===== config.mk =====
export PLATFORM = sky130hd
export DESIGN_NAME = pipe_reg_id_exe_trk
export DESIGN_NICKNAME = d
export VERILOG_FILES = /design/src/rtl/pipe_reg_id_exe_trk.sv
export SDC_FILE = /design/constraint.sdc
export NUM_CORES = 1
export LEC_CHECK = 0
export CORE_MARGIN = 2
export CORE_UTILIZATION = 35
export CTS_CLUSTER_DIAMETER = 80
export DETAILED_ROUTE_END_ITERATION = 16
export HOLD_SLACK_MARGIN = 0.08
export PLACE_DENSITY = 0.7
export REMOVE_ABC_BUFFERS = 1
export SYNTH_ARGS = -nofsm -noshare
export SYNTH_HDL_FRONTEND = slang
export SYNTH_SLANG_ARGS = --single-unit

===== constraint.sdc =====
create_clock -name clk -period 4.4 [get_ports clk]
set_clock_uncertainty 0.05 [all_clocks]
set_input_delay 0.66 -clock clk [delete_from_list [all_inputs] [get_ports clk]]
set_output_delay 0.66 -clock clk [all_outputs]
set_load 0.005 [all_outputs]

===== src/rtl/pipe_reg_id_exe_trk.sv =====
// ID/EXE pipeline register with valid/flush/stall handling and an in-flight
// tracker for the multi-cycle divide unit.
// All state updates on the falling edge of clk; rst is async active-high.
// Optional feature macro: ID_EXE_PERF_EN (stall performance counter).
module pipe_reg_id_exe_trk #(
  parameter int unsigned DATA_W  = 32,
  parameter int unsigned REG_AW  = 4,
  parameter int unsigned FLAGS_W = 6,
  parameter int unsigned UNIT_W  = 4,
  parameter int unsigned DIV_BIT = 0,
  parameter int unsigned DIV_LAT = 8
) (
  input  logic               clk,
  input  logic               rst,
  input  logic               wr_allow,
  input  logic               flush,
  input  logic               in_valid,
  input  logic [FLAGS_W-1:0] in_flags,
  input  logic [REG_AW-1:0]  in_rd,
  input  logic [REG_AW-1:0]  in_rs1,
  input  logic [REG_AW-1:0]  in_rs2,
  input  logic [UNIT_W-1:0]  in_unit,
  input  logic [DATA_W-1:0]  in_d1,
  input  logic [DATA_W-1:0]  in_d2,
  input  logic [DATA_W-1:0]  in_imm,
  output logic               out_valid,
  output logic [FLAGS_W-1:0] out_flags,
  output logic [REG_AW-1:0]  out_rd,
  output logic [REG_AW-1:0]  out_rs1,
  output logic [REG_AW-1:0]  out_rs2,
  output logic [UNIT_W-1:0]  out_unit,
  output logic [DATA_W-1:0]  out_d1,
  output logic [DATA_W-1:0]  out_d2,
  output logic [DATA_W-1:0]  out_imm,
  output logic               stall_req,
  output logic               div_busy,
  output logic [REG_AW-1:0]  div_rd,
  output logic               div_done,
  output logic [15:0]        perf_stall_cnt
);

  // Counter is wide enough for the full legal latency range (2..255).
  localparam int unsigned CNT_W = 8;

  logic             is_div;
  logic             cap;
  logic [CNT_W-1:0] div_cnt;
  logic [CNT_W-1:0] div_cnt_nxt;

  // Hazard detection against the outstanding divide, capture qualifier and
  // next divide countdown value.
  always_comb begin
    is_div      = in_valid & in_unit[DIV_BIT];
    stall_req   = in_valid & div_busy &
                  (is_div | (in_rs1 == div_rd) | (in_rs2 == div_rd) | (in_rd == div_rd));
    cap         = wr_allow & ~flush & ~stall_req;
    div_cnt_nxt = div_cnt;
    if (cap && is_div) begin
      div_cnt_nxt = CNT_W'(DIV_LAT);
    end else if (div_cnt != '0) begin
      div_cnt_nxt = div_cnt - CNT_W'(1);
    end
  end

  // Stage register: flush squashes, wr_allow low holds, stall inserts a bubble.
  always_ff @(negedge clk or posedge rst) begin
    if (rst) begin
      out_valid <= 1'b0;
      out_flags <= '0;
      out_rd    <= '0;
      out_rs1   <= '0;
      out_rs2   <= '0;
      out_unit  <= '0;
      out_d1    <= '0;
      out_d2    <= '0;
      out_imm   <= '0;
    end else if (flush) begin
      out_valid <= 1'b0;
    end else if (wr_allow) begin
      if (stall_req) begin
        out_valid <= 1'b0;
      end else begin
        out_valid <= in_valid;
        out_flags <= in_flags;
        out_rd    <= in_rd;
        out_rs1   <= in_rs1;
        out_rs2   <= in_rs2;
        out_unit  <= in_unit;
        out_d1    <= in_d1;
        out_d2    <= in_d2;
        out_imm   <= in_imm;
      end
    end
  end

  // Divide tracker: countdown runs independent of wr_allow/flush; done pulses
  // for one cycle after the 1->0 transition.
  always_ff @(negedge clk or posedge rst) begin
    if (rst) begin
      div_cnt  <= '0;
      div_busy <= 1'b0;
      div_rd   <= '0;
      div_done <= 1'b0;
    end else begin
      div_cnt  <= div_cnt_nxt;
      div_busy <= (div_cnt_nxt != '0);
      div_done <= (div_cnt == CNT_W'(1)) && (div_cnt_nxt == '0);
      if (cap && is_div) begin
        div_rd <= in_rd;
      end
    end
  end

`ifdef ID_EXE_PERF_EN
  // Saturating count of edges where the stage wanted to advance but stalled.
  always_ff @(negedge clk or posedge rst) begin
    if (rst) begin
      perf_stall_cnt <= '0;
    end else if (wr_allow && !flush && stall_req && (perf_stall_cnt != 16'hFFFF)) begin
      perf_stall_cnt <= perf_stall_cnt + 16'd1;
    end
  end
`else
  assign perf_stall_cnt = 16'd0;
`endif

endmodule


==> reports/qor.csv, run 1 <==
metric;value;unit
whs;398;ps
synth_area_leaders;dfrtn_1 62%, mux2_2 25%, xnor2_1 2.8%;
grt_pass1_wl;22.0;mm
drt_first_pass_iters;4;
reg2reg_to;out_d2[11];
die-height;128;um
n_antenna_cell;0;
leakagePower;3.75;nW
path_max_fanout;5;
cts_htree_levels;4;
design.die.area;16400;um2
violations;negative setup slack;
outcome;finished with violations;
syn2layout_area_growth;64.3;%
port-buffer-count;248;
whs_endpoint;out_valid;
dpl.cell_count;799;
netlist-cell-type-count;35;
fp.dieW;128;um
cts_sinks;133;
clk_pin_slew;40;ps
switchingPower;0.00104;W
r2r_cells;9;
netlist_instances;356;
drt_iter0_markers;109;
synth_warnings;0;
internal-power;0.00306;W
antenna_found_initial;0;
r2r_slack;2160;ps
layout-drive-gt1-share;0.316;
criticalPathCategory;register to output pin;
final_util;0.585;
rows;45;
min_path_cells;1;
numCtsBuffers;17;
final_cell_mix;230 x clkdlybuf4s50_1, 133 x dfrtn_1, 122 x mux2_2;
gr-total-overflow;0;
worst_skew_pair.late_latency;390;ps
ant_nets;0;
seq_area_frac_synth;0.617;
post-place-ws;-589;ps
start_util;0.356;
sequentialPowerShare;0.406;
use_met1;0.198;
hpwl;10.5;mm
hold_violations;0;
start_kind;register;
synth-seq-cells;133;
grt-busiest-layer;met2;
wirelength;14.1;mm
comb_power_share;0.270;
finalMaxSlewViolations;0;
worstPathArrival;3920;ps
avgSynthCellArea;15.2;um2
grt_use_met2;0.290;
cts_buffer_depth;2;
cap_violations;0;
rsz0062_at_grt;true;
cts_tree;yes;
reg2reg_from;div_rd[1];
min_from;out_valid;
hp-class;register to register;
netSwitchingFraction;0.253;
synth.largest_area_cell;dfrtn_1;
layout_setup_ws;-229;ps
grt_pass1_vias;4165;
io_pins;265;
drc;0;
powerDensity;463;nW/um2
core;15100;um2
cp-end-kind;output pin;
layout.cells.non_filler;836;
synthesis.area;5400;um2
grt_usage;0.174;
viasPerCell;4.65;
cts-root-buf;clkbuf_16;
crit_required;3690;ps
finalSetupViolCount;2;
setup-tns-final;-259;ps
ir_drop;239;uV
grt_max_degree;48;
vias;3885;
pwr-share-clk;0.323;
synth.top_cell.area_share;0.617;
wire_per_inst;16.9;um
mostFrequentLayoutCell;clkdlybuf4s50_1;
place_congestion;0.817;
final_nets;761;
grt_use_met3;0.0697;
cts_hold_buf;0;
[power by group through the flow]
stage               clock (W)  combinational (W)  sequential (W)
global route          0.00142            0.00120         0.00170
detailed placement          0            0.00111         0.00168
finish                0.00133            0.00111         0.00167
global placement            0            0.00109         0.00167
floorplan                   0           0.000442         0.00168
CTS                   0.00137            0.00112         0.00167
[worst max-delay path: stages (launching register included)]
cell and delay [ps]:
dfrtn_1 520, xnor2_1 160, nand4_1 120, nand4_1 140
buf_4 130, and3_4 170, buf_6 90
[how the worst max path moves through the flow]
stage | from | end | cells after the start
after CTS | div_rd[3] | stall_req | 6
after global placement | in_rs2[1] | out_imm[3] | 8
final | div_rd[1] | stall_req | 6
after detailed placement | in_rs1[2] | out_imm[25] | 8
after global routing | div_rd[1] | stall_req | 6
after floorplan | in_rs1[3] | out_d1[0] | 5
[metrics by stage]
stage,power (W),instance area [um2]
2_1_floorplan,0.00212,5250
3_3_place_gp,0.00276,8260
3_5_place_dp,0.00279,8260
4_1_cts,0.00416,8860
5_1_grt,0.00432,8870
6_report,0.00410,8870
[cell type report]
class / count / area (um2)
clock buffers: 22 / 474
repair buffers: 277 / 2800
flip-flops and latches: 133 / 3330
inverters: 4 / 17.5
multi-input cells: 203 / 1930
well taps: 188 / 235
clock inverters: 9 / 78.8
fillers: 1230 / 6280
[kinds of logic after synthesis]
group,after synthesis,synth area share
flip-flops,133,0.617
XOR/XNOR,17,0.0276
buffers and inverters,35,0.0408
other,1,0.000695
adder cells (fa/ha/maj),2,0.00464
AO/OA/AOI/OAI,11,0.0137
multiplexers,123,0.256
AND/OR/NAND/NOR,34,0.0394
[flip-flops by register name (all words and copies together) (netlist names)]
register,cells
out_imm,32
div_rd,4
out_valid,1
out_rs2,4
out_unit,4
out_d2,32
div_busy,1
out_d1,32
div_cnt,8
div_done,1
out_rd,4
out_flags,6
out_rs1,4
[synth_stat cells]
cell type	instances
conb_1	1
a21o_1	1
mux2i_1	1
nor3_1	3
ha_1	2
nand2_1	1
buf_4	18
nor2b_1	1
nand4_1	4
nor4b_2	1
clkbuf_1	1
a21oi_1	2
or4_4	1
nand3b_1	2
a31oi_1	1
nor4b_1	1
or3_1	1
inv_1	4
nor3b_1	1
nand2b_1	2
nor2_1	9
o21ai_2	1
a211oi_1	2
mux2_2	122
or2b_1	1
o21ai_0	2
buf_6	1
o31ai_1	1
a21o_2	1
buf_2	11
or4_1	2
or3_4	1
dfrtn_1	133
and3_1	3
xnor2_1	17
[routing by layer]
metal | up-vias | part of all wire
met3 | 21 | 0.083
met5 | - | 0
met4 | 0 | 0.021
met1 | 1915 | 0.39
li1 | 1781 | -
met2 | 168 | 0.51
[timing repair]
| item | in CTS | in global routing |
|---|---|---|
| gates resized for setup | 30 | 29 |
| buffers inserted | 2 | 3 |
| cloned | 2 | 0 |
| setup endpoints to repair | 119 | 95 |
| pin swaps | 3 | 5 |
Power figures use the tool's default switching activity.
==> inputs of run 2 (changes only) <==
--- a/config.mk
+++ b/config.mk
@@ -7,6 +7,7 @@
 export LEC_CHECK = 0
 export CORE_MARGIN = 2
 export CORE_UTILIZATION = 35
+export CTS_BUF_LIST = sky130_fd_sc_hd__clkbuf_16
 export CTS_CLUSTER_DIAMETER = 80
 export DETAILED_ROUTE_END_ITERATION = 16
 export HOLD_SLACK_MARGIN = 0.08
==> reports/qor.csv, run 2 (synthesized netlist as in run 1, its figures left out) <==
metric;value;unit;change
outcome;finished with violations;;unchanged
violations;negative setup slack;;unchanged
crit_required;3690;ps;about the same
rsz0062_at_grt;true;;unchanged
finalMaxSlewViolations;0;;unchanged
cts_tree;yes;;unchanged
powerDensity;449;nW/um2;was 463 nW/um2
clk_pin_slew;40;ps;about the same
viasPerCell;4.64;;was 4.65
start_util;0.356;;unchanged
grt_pass1_vias;4250;;was 4,165
grt_pass1_wl;22.6;mm;was 22.0 mm
r2r_slack;2130;ps;was 2160 ps
grt_max_degree;48;;unchanged
cts_htree_levels;4;;unchanged
drt_first_pass_iters;4;;unchanged
leakagePower;3.96;nW;was 3.75 nW
p_total;0.00412;W;was 0.00410 W
fill_cells;1184;;was 1,230
worstPathArrival;3950;ps;was 3920 ps
ir_drop;239;uV;about the same
rows;45;;unchanged
numCtsBuffers;17;;unchanged
layout_setup_ws;-259;ps;was -229 ps
final_nets;771;;was 761
fp.dieW;128;um;unchanged
io_pins;265;;unchanged
core;15100;um2;unchanged
wirelength;15.1;mm;was 14.1 mm
design.die.area;16400;um2;unchanged
whs_endpoint;out_valid;;unchanged
place_congestion;0.817;;unchanged
grt_usage;0.180;;was 0.174
finalSetupViolCount;2;;unchanged
criticalPathCategory;register to output pin;;unchanged
reg2reg_from;div_rd[0];;was div_rd[1]
path_max_fanout;4;;was 5
cts_buffer_depth;2;;unchanged
n_antenna_cell;0;;unchanged
hpwl;10.5;mm;unchanged
min_path_cells;1;;unchanged
min_from;out_valid;;unchanged
final_cell_mix;230 x clkdlybuf4s50_1, 133 x dfrtn_1, 91 x mux2_2;;was 230 x clkdlybuf4s50_1, 133 x dfrtn_1, 122 x mux2_2
cts_hold_buf;0;;unchanged
gr-total-overflow;0;;unchanged
vias;3925;;was 3,885
worst_skew_pair.late_latency;390;ps;about the same
cts_sinks;133;;unchanged
syn2layout_area_growth;70.3;%;was 64.3%
hold_violations;0;;unchanged
r2r_cells;9;;unchanged
ant_nets;0;;unchanged
cp-end-kind;output pin;;unchanged
reg2reg_to;out_d2[26];;was out_d2[11]
cap_violations;0;;unchanged
hp-class;register to register;;unchanged
setup-tns-final;-322;ps;was -259 ps
wire_per_inst;17.8;um;was 16.9 um
drt_iter0_markers;94;;was 109
top_regs;out_d1 x32, out_d2 x32, out_imm x32;;unchanged
port-buffer-count;248;;unchanged
die-height;128;um;unchanged
mostFrequentLayoutCell;clkdlybuf4s50_1;;unchanged
start_kind;register;;unchanged
layout-drive-gt1-share;0.324;;was 0.316
antenna_found_initial;0;;unchanged
cts-root-buf;clkbuf_16;;unchanged
drc;0;;unchanged
[run 2: worst max-delay path by stage]
stage	slack, ps	depth (start not counted)	from	to
after floorplan	-5600	5	in_rs1[3]	out_d1[0]
after global placement	-530	8	in_rs2[1]	out_imm[3]
after detailed placement	-590	8	in_rs1[2]	out_imm[25]
after CTS	-300	6	div_rd[3]	stall_req
after global routing	-320	6	div_rd[0]	stall_req
final	-260	6	div_rd[0]	stall_req
[run 2: metrics by stage]
step                      hold slack (ps)  setup slack [ps]  instance area (um2)  utilization  instances
after floorplan                       384             -5600                 5250            -        340
after global placement                393              -527                 8260        0.545        799
after detailed placement              396              -589                 8260        0.545        799
after CTS                             396              -299                 8980        0.593        839
after global routing                  415              -316                 9190        0.607        846
final                                 399              -259                 9190        0.607        846
[run 2: routing by layer]
metal | track usage | part of all wire | vias to the layer above
li1 | - | - | 1806
met5 | 0 | 0 | -
met1 | 0.206 | 0.40 | 1934
met4 | 0.0776 | 0.018 | 0
met2 | 0.301 | 0.51 | 166
met3 | 0.0684 | 0.076 | 19
[run 2: critical path, cell delays in order (launching register included)]
cell and delay, ps:
dfrtn_1 520, xnor2_1 170, nand4_1 120, nand4_1 160
buf_4 130, and3_4 170, buf_6 90
[run 2: cell type report]
type / count / area, um2 / area share
Sequential cell: 133 / 3330 / 0.362
Multi-Input combinational cell: 203 / 2060 / 0.225
Inverter: 4 / 17.5 / 0.00191
Clock inverter: 14 / 97.6 / 0.0106
Tap cell: 188 / 235 / 0.0256
Clock buffer: 17 / 425 / 0.0463
Timing Repair Buffer: 287 / 3020 / 0.329
[run 2: power breakdown]
group          internal, W  leakage, nW  switching [W]
combinational     0.000808         2.12       0.000376
sequential         0.00150         1.57       0.000171
clock             0.000757        0.263       0.000513
total              0.00307         3.96        0.00106
[run 2: what timing repair did]
action	in CTS	in global routing
pin swaps	3	10
gates cloned	5	2
endpoints found under the hold margin	0	0
setup buffers	4	6
endpoints found under the setup margin	119	90
resized for setup	45	56
==> inputs of run 3 (changes only) <==
--- a/config.mk
+++ b/config.mk
@@ -13,6 +13,7 @@
 export HOLD_SLACK_MARGIN = 0.08
 export PLACE_DENSITY = 0.7
 export REMOVE_ABC_BUFFERS = 1
+export SETUP_SLACK_MARGIN = 0.2
 export SYNTH_ARGS = -nofsm -noshare
 export SYNTH_HDL_FRONTEND = slang
 export SYNTH_SLANG_ARGS = --single-unit
==> reports/qor.csv, run 3 (synthesized netlist as in run 1, its figures left out) <==
metric;value;unit;change
mostFrequentLayoutCell;dfrtn_1;;was clkdlybuf4s50_1
port-buffer-count;248;;unchanged
start_kind;register;;unchanged
cts_buffer_depth;2;;unchanged
whs_endpoint;out_imm[15];;was out_valid
post-place-ws;-589;ps;unchanged
cp-end-kind;output pin;;unchanged
final_nets;778;;was 771
rows;45;;unchanged
die-height;128;um;unchanged
finalSetupViolCount;55;;was 2
reg2reg_to;out_imm[22];;was out_d2[26]
criticalPathCategory;register to output pin;;unchanged
top_regs;out_d1 x32, out_d2 x32, out_imm x32;;unchanged
n_antenna_cell;0;;unchanged
switchingPower;0.00106;W;about the same
place_congestion;0.817;;unchanged
layout_setup_ws;-230;ps;was -259 ps
cpPeakStageDelay;520;ps;about the same
crit_required;3690;ps;about the same
worst_skew_pair.late_latency;390;ps;about the same
outcome;finished with violations;;unchanged
design.die.area;16400;um2;unchanged
start_util;0.356;;unchanged
internal-power;0.00296;W;was 0.00307 W
leakagePower;4.27;nW;was 3.96 nW
clk_pin_slew;40;ps;about the same
antenna_found_initial;0;;unchanged
fp.dieW;128;um;unchanged
ant_nets;0;;unchanged
drt_first_pass_iters;4;;unchanged
pwr-share-clk;0.316;;was 0.308
violations;negative setup slack;;unchanged
viasPerCell;4.67;;was 4.64
placed_cell_area;8260;um2;unchanged
layout-drive-gt1-share;0.329;;was 0.324
slowest_stage;dfrtn_1;;unchanged
gr-total-overflow;0;;unchanged
crit_path_frequent_cell;nand4_1;;unchanged
cts_htree_levels;4;;unchanged
cap_violations;0;;unchanged
min_from;out_imm[15];;was out_valid
grt_usage;0.183;;was 0.180
vias;3983;;was 3,925
powerDensity;433;nW/um2;was 449 nW/um2
ir_drop;239;uV;about the same
min_path_cells;1;;unchanged
grt_pass1_wl;22.9;mm;was 22.6 mm
multi_input_area;2140;um2;was 2060 um2
comb_power_share;0.270;;was 0.287
core;15100;um2;unchanged
path_max_fanout;5;;was 4
final_util;0.612;;was 0.607
numCtsBuffers;17;;unchanged
syn2layout_area_growth;71.8;%;was 70.3%
r2r_cells;10;;was 9
wire_per_inst;17.9;um;was 17.8 um
cts_sinks;133;;unchanged
dpl.cell_count;799;;unchanged
hold_violations;0;;unchanged
worstPathArrival;3920;ps;was 3950 ps
finalMaxSlewViolations;0;;unchanged
rsz0062_at_grt;true;;unchanged
fill_cells;1211;;was 1,184
io_pins;265;;unchanged
layout.cells.non_filler;853;;was 846
cts_tree;yes;;unchanged
cts-root-buf;clkbuf_16;;unchanged
grt_max_degree;48;;unchanged
cts_hold_buf;0;;unchanged
drc;0;;unchanged
sequentialPowerShare;0.414;;was 0.405
wirelength;15.2;mm;was 15.1 mm
hpwl;10.5;mm;unchanged
r2r_slack;2110;ps;was 2130 ps
reg2reg_from;div_rd[3];;was div_rd[0]
hp-class;register to register;;unchanged
crit_chain;xnor2_1 > nand4_1 > nand4_1 > buf_4 > and3_1 > buf_2;;was xnor2_1 > nand4_1 > nand4_1 > buf_4 > and3_4 > buf_6
netSwitchingFraction;0.264;;was 0.257
drt_iter0_markers;96;;was 94
finalInstanceArea;9270;um2;was 9190 um2
seqCellArea;3330;um2;unchanged
final_cell_mix;133 x dfrtn_1, 123 x dlygate4sd2_1, 109 x clkdlybuf4s50_1;;was 230 x clkdlybuf4s50_1, 133 x dfrtn_1, 91 x mux2_2
grt_pass1_vias;4277;;was 4,250
-- run 3: power groups by stage --
stage | combinational (W) | clock (W) | sequential [W]
final | 0.00108 | 0.00127 | 0.00166
after global routing | 0.00117 | 0.00136 | 0.00170
after CTS | 0.00105 | 0.00131 | 0.00166
after detailed placement | 0.00111 | 0 | 0.00168
after global placement | 0.00109 | 0 | 0.00167
after floorplan | 0.000442 | 0 | 0.00168
-- run 3: how the worst max path moves through the flow --
stage	end	cells after the start	from
floorplan	out_d1[0]	5	in_rs1[3]
global placement	out_imm[3]	8	in_rs2[1]
detailed placement	out_imm[25]	8	in_rs1[2]
CTS	stall_req	6	div_rd[1]
global route	stall_req	6	div_rd[1]
finish	stall_req	6	div_rd[1]
-- run 3: through the flow --
stage | total power, W | hold WS [ps] | TNS [ps]
detailed placement | 0.00279 | 396 | -68720
CTS | 0.00402 | 400 | -398
global route | 0.00423 | 405 | -3030
finish | 0.00401 | 395 | -2000
global placement | 0.00276 | 393 | -62500
floorplan | 0.00212 | 384 | -915630
-- run 3: worst max-delay path: cells and delay by family (launching register included) --
kind	cells	cell delay [ps]
simple gates	3	400
flops	1	520
xor+xnor	1	160
buf+inv	2	250
-- run 3: metal layers --
layer	vias to the layer above	share of wire	GRT usage
li1	1821	-	-
met3	22	0.076	0.0689
met4	0	0.021	0.0776
met5	-	0	0
met2	169	0.49	0.303
met1	1971	0.41	0.212
-- run 3: repair_timing --
item	CTS	global route
pin swaps	6	4
setup buffers	12	2
setup endpoints to repair	249	131
gates cloned	7	2
gates resized for setup	226	35
-- run 3: area by class of cell --
cell class | count | share of cell area
Multi-Input combinational cell | 203 | 0.231
Sequential cell | 133 | 0.359
Clock buffer | 17 | 0.0459
Clock inverter | 14 | 0.0105
Inverter | 4 | 0.00189
Timing Repair Buffer | 294 | 0.326
Tap cell | 188 | 0.0254
